--- src/rtl/madd_eval_pkg.sv ---
// Shared types and width helpers for the approximate multiply-add error sweep.
package madd_eval_pkg;

    typedef enum logic [1:0] {
        ST_IDLE  = 2'd0,
        ST_SWEEP = 2'd1,
        ST_DRAIN = 2'd2,
        ST_DONE  = 2'd3
    } sweep_state_e;

    localparam int DEF_IN_W  = 18;
    localparam int DEF_OUT_W = 12;

    // One extra bit so a sweep where every vector mismatches still fits.
    function automatic int cnt_w(input int in_w);
        return in_w + 1;
    endfunction

    function automatic int sum_w(input int in_w, input int out_w);
        return in_w + out_w;
    endfunction

endpackage

--- src/rtl/madd_err_accum.sv ---
// Stage-2 absolute-difference and error metric accumulators (count, sum, max, max vector).
module madd_err_accum
    import madd_eval_pkg::*;
#(
    parameter int IN_W  = DEF_IN_W,
    parameter int OUT_W = DEF_OUT_W,
    parameter int CNT_W = cnt_w(IN_W),
    parameter int SUM_W = sum_w(IN_W, OUT_W)
) (
    input  logic             clk,
    input  logic             rst,
    input  logic             clr_i,
    input  logic             valid_i,
    input  logic [OUT_W-1:0] exact_i,
    input  logic [OUT_W-1:0] approx_i,
    input  logic [IN_W-1:0]  vec_i,
    output logic [CNT_W-1:0] err_count_o,
    output logic [SUM_W-1:0] err_sum_o,
    output logic [OUT_W-1:0] err_max_o,
    output logic [IN_W-1:0]  max_vec_o
);

    logic [OUT_W-1:0] diff_s;
    logic [CNT_W-1:0] count_q, count_d;
    logic [SUM_W-1:0] sum_q, sum_d;
    logic [OUT_W-1:0] max_q, max_d;
    logic [IN_W-1:0]  max_vec_q, max_vec_d;

    always_comb begin
        diff_s    = (exact_i >= approx_i) ? (exact_i - approx_i) : (approx_i - exact_i);
        count_d   = count_q;
        sum_d     = sum_q;
        max_d     = max_q;
        max_vec_d = max_vec_q;
        if (clr_i) begin
            count_d   = '0;
            sum_d     = '0;
            max_d     = '0;
            max_vec_d = '0;
        end else if (valid_i) begin
            count_d = count_q + CNT_W'(diff_s != '0);
            sum_d   = sum_q + SUM_W'(diff_s);
            // Strictly greater, so ties keep the earlier vector.
            if (diff_s > max_q) begin
                max_d     = diff_s;
                max_vec_d = vec_i;
            end else begin
                max_d     = max_q;
                max_vec_d = max_vec_q;
            end
        end else begin
            count_d = count_q;
        end
    end

    always_ff @(posedge clk or posedge rst) begin
        if (rst) begin
            count_q   <= '0;
            sum_q     <= '0;
            max_q     <= '0;
            max_vec_q <= '0;
        end else begin
            count_q   <= count_d;
            sum_q     <= sum_d;
            max_q     <= max_d;
            max_vec_q <= max_vec_d;
        end
    end

    assign err_count_o = count_q;
    assign err_sum_o   = sum_q;
    assign err_max_o   = max_q;
    assign max_vec_o   = max_vec_q;

endmodule

--- src/rtl/madd_err_sweep_ctrl.sv ---
// Sweep controller: FSM, input vector counter and stage-1 capture of both circuit outputs.
module madd_err_sweep_ctrl
    import madd_eval_pkg::*;
#(
    parameter int IN_W  = DEF_IN_W,
    parameter int OUT_W = DEF_OUT_W,
    parameter int CNT_W = cnt_w(IN_W),
    parameter int SUM_W = sum_w(IN_W, OUT_W)
) (
    input  logic             clk,
    input  logic             rst,
    input  logic             start,
    input  logic             abort,
    output logic [IN_W-1:0]  vec_o,
    output logic             vec_valid_o,
    input  logic [OUT_W-1:0] exact_i,
    input  logic [OUT_W-1:0] approx_i,
    output logic             busy_o,
    output logic             done_o,
    output logic [CNT_W-1:0] err_count_o,
    output logic [SUM_W-1:0] err_sum_o,
    output logic [OUT_W-1:0] err_max_o,
    output logic [IN_W-1:0]  max_vec_o
);

    localparam logic [IN_W-1:0] VEC_LAST = {IN_W{1'b1}};

    sweep_state_e     state_q;
    logic [IN_W-1:0]  vec_q;
    logic             vld_q;
    logic             busy_q;
    logic             done_q;
    logic             drain_q;
    logic [OUT_W-1:0] s1_exact_q;
    logic [OUT_W-1:0] s1_approx_q;
    logic [IN_W-1:0]  s1_vec_q;
    logic             s1_vld_q;
    logic             acc_clr_s;
    logic             acc_vld_s;

    assign acc_clr_s = start && !abort && ((state_q == ST_IDLE) || (state_q == ST_DONE));
    // Abort freezes the accumulators on the same edge it takes effect.
    assign acc_vld_s = s1_vld_q && !abort;

    always_ff @(posedge clk or posedge rst) begin
        if (rst) begin
            state_q     <= ST_IDLE;
            vec_q       <= '0;
            vld_q       <= 1'b0;
            busy_q      <= 1'b0;
            done_q      <= 1'b0;
            drain_q     <= 1'b0;
            s1_exact_q  <= '0;
            s1_approx_q <= '0;
            s1_vec_q    <= '0;
            s1_vld_q    <= 1'b0;
        end else begin
            s1_exact_q  <= exact_i;
            s1_approx_q <= approx_i;
            s1_vec_q    <= vec_q;
            s1_vld_q    <= vld_q && !abort;
            if (abort) begin
                state_q <= ST_IDLE;
                vld_q   <= 1'b0;
                busy_q  <= 1'b0;
                done_q  <= 1'b0;
            end else begin
                case (state_q)
                    ST_IDLE, ST_DONE: begin
                        if (start) begin
                            state_q <= ST_SWEEP;
                            vec_q   <= '0;
                            vld_q   <= 1'b1;
                            busy_q  <= 1'b1;
                            done_q  <= 1'b0;
                        end
                    end
                    ST_SWEEP: begin
                        // Last vector has been issued; hold it rather than wrap.
                        if (vec_q == VEC_LAST) begin
                            state_q <= ST_DRAIN;
                            vld_q   <= 1'b0;
                            drain_q <= 1'b0;
                        end else begin
                            vec_q <= vec_q + IN_W'(1);
                        end
                    end
                    ST_DRAIN: begin
                        if (drain_q) begin
                            state_q <= ST_DONE;
                            busy_q  <= 1'b0;
                            done_q  <= 1'b1;
                        end else begin
                            drain_q <= 1'b1;
                        end
                    end
                    default: begin
                        state_q <= ST_IDLE;
                        vld_q   <= 1'b0;
                        busy_q  <= 1'b0;
                        done_q  <= 1'b0;
                    end
                endcase
            end
        end
    end

    madd_err_accum #(
        .IN_W  (IN_W),
        .OUT_W (OUT_W),
        .CNT_W (CNT_W),
        .SUM_W (SUM_W)
    ) u_accum (
        .clk         (clk),
        .rst         (rst),
        .clr_i       (acc_clr_s),
        .valid_i     (acc_vld_s),
        .exact_i     (s1_exact_q),
        .approx_i    (s1_approx_q),
        .vec_i       (s1_vec_q),
        .err_count_o (err_count_o),
        .err_sum_o   (err_sum_o),
        .err_max_o   (err_max_o),
        .max_vec_o   (max_vec_o)
    );

    assign vec_o       = vec_q;
    assign vec_valid_o = vld_q;
    assign busy_o      = busy_q;
    assign done_o      = done_q;

endmodule

--- config.mk ---
export PLATFORM = sky130hd
export DESIGN_NAME = madd_err_sweep_ctrl
export DESIGN_NICKNAME = d
export VERILOG_FILES = /design/src/rtl/madd_eval_pkg.sv /design/src/rtl/madd_err_accum.sv /design/src/rtl/madd_err_sweep_ctrl.sv
export SDC_FILE = /design/constraint.sdc
export NUM_CORES = 1
export LEC_CHECK = 0
export ABC_AREA = 1
export BUFFER_PORTS_ARGS = -buffer_cell sky130_fd_sc_hd__clkbuf_2
export CAP_MARGIN = 5
export CELL_PAD_IN_SITES_DETAIL_PLACEMENT = 1
export CELL_PAD_IN_SITES_GLOBAL_PLACEMENT = 2
export CORE_ASPECT_RATIO = 0.8
export CORE_MARGIN = 2
export CORE_UTILIZATION = 34
export DETAILED_ROUTE_END_ITERATION = 10
export PLACE_DENSITY_LB_ADDON = 0.1
export SLEW_MARGIN = 20
export SYNTH_ARGS = -nofsm -noshare
export SYNTH_HDL_FRONTEND = slang
export SYNTH_SLANG_ARGS = --single-unit
--- constraint.sdc ---
create_clock -name clk -period 4.7 [get_ports clk]
set_clock_uncertainty 0.15 [all_clocks]
set_input_delay 0.235 -clock clk [delete_from_list [all_inputs] [get_ports clk]]
set_output_delay 0.235 -clock clk [all_outputs]
set_load 0.01 [all_outputs]
==> out/metrics.csv <==
stage;metric;value;unit
outcome;status;finished, final reports clean;
synth;synth_edf_count;0;
floorplanning;dieArea;26800;um^2
floorplanning;coreArea;25200;um^2
synth;synth_flop_cell;dfrtp_1;
placed_design;io_buffers;127;
clock_network;cts_buffers;17;
timing;maxSlewHeadroom;49.3;%
synth;ys_warn_count;0;
synth;synth_cells;1083;
clock_network;cts_max_path_buffers;2;
setup_path;rrSetupSlack;0.39;ns
floorplanning;dieWidth;182;um
drt;antenna_left;0;
clock_network;cts_sinks;146;
timing;min_period;4.31;ns
floorplanning;rows;52;
clock_network;insertion_delay;0.45;ns
placed_design;preCtsSetupSlack;0.151;ns
synth;synth-seq-cells;146;
drt;drc;0;
grt;antenna_found_initial;0;
drt;via_count;7735;
floorplanning;io_pins;128;
finish;drive_gt1_share;19.1;%
power_and_ir_drop;p_switching;1950;uW
timing;drv_slew;0;
grt;grt_remaining_overflow;0;
setup_path;end_kind;flip-flop;
setup_path;cp-startpoint;s1_exact_q[0]$_DFF_PP0_;
power_and_ir_drop;p_int;2710;uW
finish;nFillCells;3114;
synth;avgSynthCellArea;8.00;um^2
min_path;worst_hold_path_type;in -> reg;
floorplanning;die_h;147;um
timing;final_hold_viol_count;0;
setup_path;worstSetupPathType;reg -> reg;
power_and_ir_drop;pwr-share-seq;33.5;%
setup_path;r2r_start;s1_exact_q[0]$_DFF_PP0_;
timing;worst_slack;0.386;ns
synth;yosys.area.top_type_share;42.2;%
drt;via_per_inst;4.90;
power_and_ir_drop;peakVddDrop;0.275;mV
grt;grtUsageTotal;20.3;%
synth;synth-async-reset-ratio;100;%
finish;mostFrequentLayoutCells;nand2_1 (227), inv_1 (158), dfrtp_1 (146);
power_and_ir_drop;sw_frac_of_total;41.8;%
drt;drt-initial-drc-count;300;
clock_network;h-tree-depth;4;
setup_path;crit_buf_inv;5;
power_and_ir_drop;power.clock.fraction;30.1;%
synth;syn-num-nets;1164;
setup_path;path_max_fanout;8;
drt;avgRoutedWirePerCell;16.7;um
synth;ys_types;52;
finish;area_growth;21.5;%
setup_path;cp_top_family;simple AND/OR/NAND/NOR gates;
finish;final_util;41.8;%
power_and_ir_drop;powerDensity;443;nW/um^2
grt;grt_max_degree;76;
synth;synth_seq_area_share;42.2;%
synth;synthTopCellsByArea;dfrtp_1 (42%), nand2_1 (9.8%), ha_1 (7.4%), inv_1 (6.9%), a21oi_1 (4.5%);
timing;worstMarginPinSlew;0.754;ns
synth;syn_area;8670;um^2
floorplanning;initial_utilization;34.4;%
power_and_ir_drop;power_frac_comb;36.4;%
setup_path;worst_path_max_delay_cell;fa_1;
placed_design;dp_cells;1515;
finish;nets;1323;
grt;grt_pass1_vias;7793;
setup_path;cp-start-kind;flip-flop;
setup_path;cp.required;4.88;ns
placed_design;place_congestion;0.820;
power_and_ir_drop;p_leak;0.00546;uW
finish;antenna_cells;0;
setup_path;arrival;4.50;ns
min_path;min-delay-start;start;
run;maxCapViolCount;0;
timing;max_freq;0.232;GHz
finish;layoutNonFillerInstCount;1579;
clock_network;cts_tree;yes;
grt;grt_first_pass_wirelength;42.5;mm
drt;first_pass_iters;5;
timing;period_share;91.8;%
timing;tns;0;ns
clock_network;path_clk_slew;0.07;ns
placed_design;dp_hpwl;19.8;mm
drt;routed_wl;26.3;mm
timing;finalSetupViolations;0;
synth;synth_area_leader_cell;dfrtp_1;
setup_path;critical_path.max_stage_delay;0.40;ns
finish;mostFrequentLayoutCell;nand2_1;
clock_network;root_buffer;clkbuf_16;
[cells in the mapped netlist (3+ instances only)]
master    instances
clkinv_1          3
a21oi_1          78
nor4_1            8
inv_1           159
clkbuf_1          7
o21a_1            3
nand3_1          57
nand3_2          22
inv_2            11
o211ai_1          3
o21ai_2           3
dfrtp_1         146
buf_2             4
nor3_1           33
ha_1             51
nand2_4           4
nand2_1         227
xnor2_1           3
buf_1             5
o21ai_0          62
buf_6            11
nor2_1           74
xor2_1           13
nand2_2          10
a21oi_2           3
nand4_1          48
[kinds of logic (layout without fill, tap and decap cells)]
family / after synthesis / in the layout / synth area share [%]
compound gates: 172 / 172 / 11.1
xor+xnor: 16 / 16 / 1.62
fa+ha+maj: 53 / 53 / 7.83
buf+inv: 201 / 373 / 9.76
flops: 146 / 146 / 42.2
simple gates: 495 / 495 / 27.5
[power groups by stage]
stage          registers, uW  logic, uW  clock network, uW
2_1_floorplan           1600       1110                  0
3_3_place_gp            1580       1650                  0
3_5_place_dp            1590       1660                  0
4_1_cts                 1560       1690               1440
5_1_grt                 1590       1910               1490
6_report                1560       1700               1400
[repair_timing]
action | in CTS | in global routing
hold endpoints to repair | 99 | 0
hold buffers | 26 | 0
setup buffers | 0 | 6
endpoints found under the setup margin | 0 | 35
resized for setup | 0 | 8
[final cells by class]
class / count / area, um^2 / area share, %
tap: 324 / 405 / 3.85
multi-input combinational: 736 / 4200 / 39.9
inverter: 173 / 657 / 6.24
sequential: 146 / 3650 / 34.7
timing repair buffer: 168 / 1020 / 9.73
clock buffer: 18 / 439 / 4.17
clock inverter: 14 / 149 / 1.41
[final timing paths]
| kind | cells after the start | endpoint |
|---|---|---|
| setup / recovery | 26 | u_accum.err_count_o[17]$_DFFE_PP0P_ |
| hold / removal | 4 | vec_valid_o$_DFFE_PP0P_ |
| setup reg to reg | 26 | u_accum.err_count_o[17]$_DFFE_PP0P_ |
| hold reg to reg | 0 | s1_vec_q[15]$_DFF_PP0_ |
| max in group asynchronous | 4 | u_accum.err_sum_o[5]$_DFFE_PP0P_ |
| min in group asynchronous | 3 | s1_vld_q$_DFF_PP0_ |
[registers in the layout (all words and copies together), names as in the netlist]
| name | flops |
|---|---|
| u_accum.err_sum_o | 30 |
| u_accum.err_count_o | 19 |
| s1_vec_q | 18 |
| u_accum.max_vec_o | 18 |
| vec_o | 18 |
| s1_approx_q | 12 |
| s1_exact_q | 12 |
| u_accum.err_max_o | 12 |
| state_q | 2 |
| busy_o | 1 |
| done_o | 1 |
| drain_q | 1 |
| s1_vld_q | 1 |
| vec_valid_o | 1 |
[tightest hold or removal path, delay by kind of cell]
family	cells	cell delay, ns
buffers and inverters	1	0.12
AOI/OAI and AO/OA	1	0.11
and+or+nand+nor	2	0.16
[metrics by stage]
| step | area, um^2 | hold WS, ns | power [uW] |
|---|---|---|---|
| 3_5_place_dp | 9580 | 0.195 | 3250 |
| 4_1_cts | 10400 | 0.0753 | 4700 |
| 2_1_floorplan | 8670 | 0.116 | 2710 |
| 5_1_grt | 10500 | 0.0993 | 4990 |
| 6_report | 10500 | 0.0710 | 4660 |
| 3_3_place_gp | 9580 | 0.194 | 3230 |
[metal layers]
layer / routed length [um] / global-route usage (%)
met1: 13900 / 30.3
met2: 11400 / 30.5
met3: 766 / 3.30
met4: 280 / 5.12
met5: 0 / 0
Power figures use the tool's default switching activity.
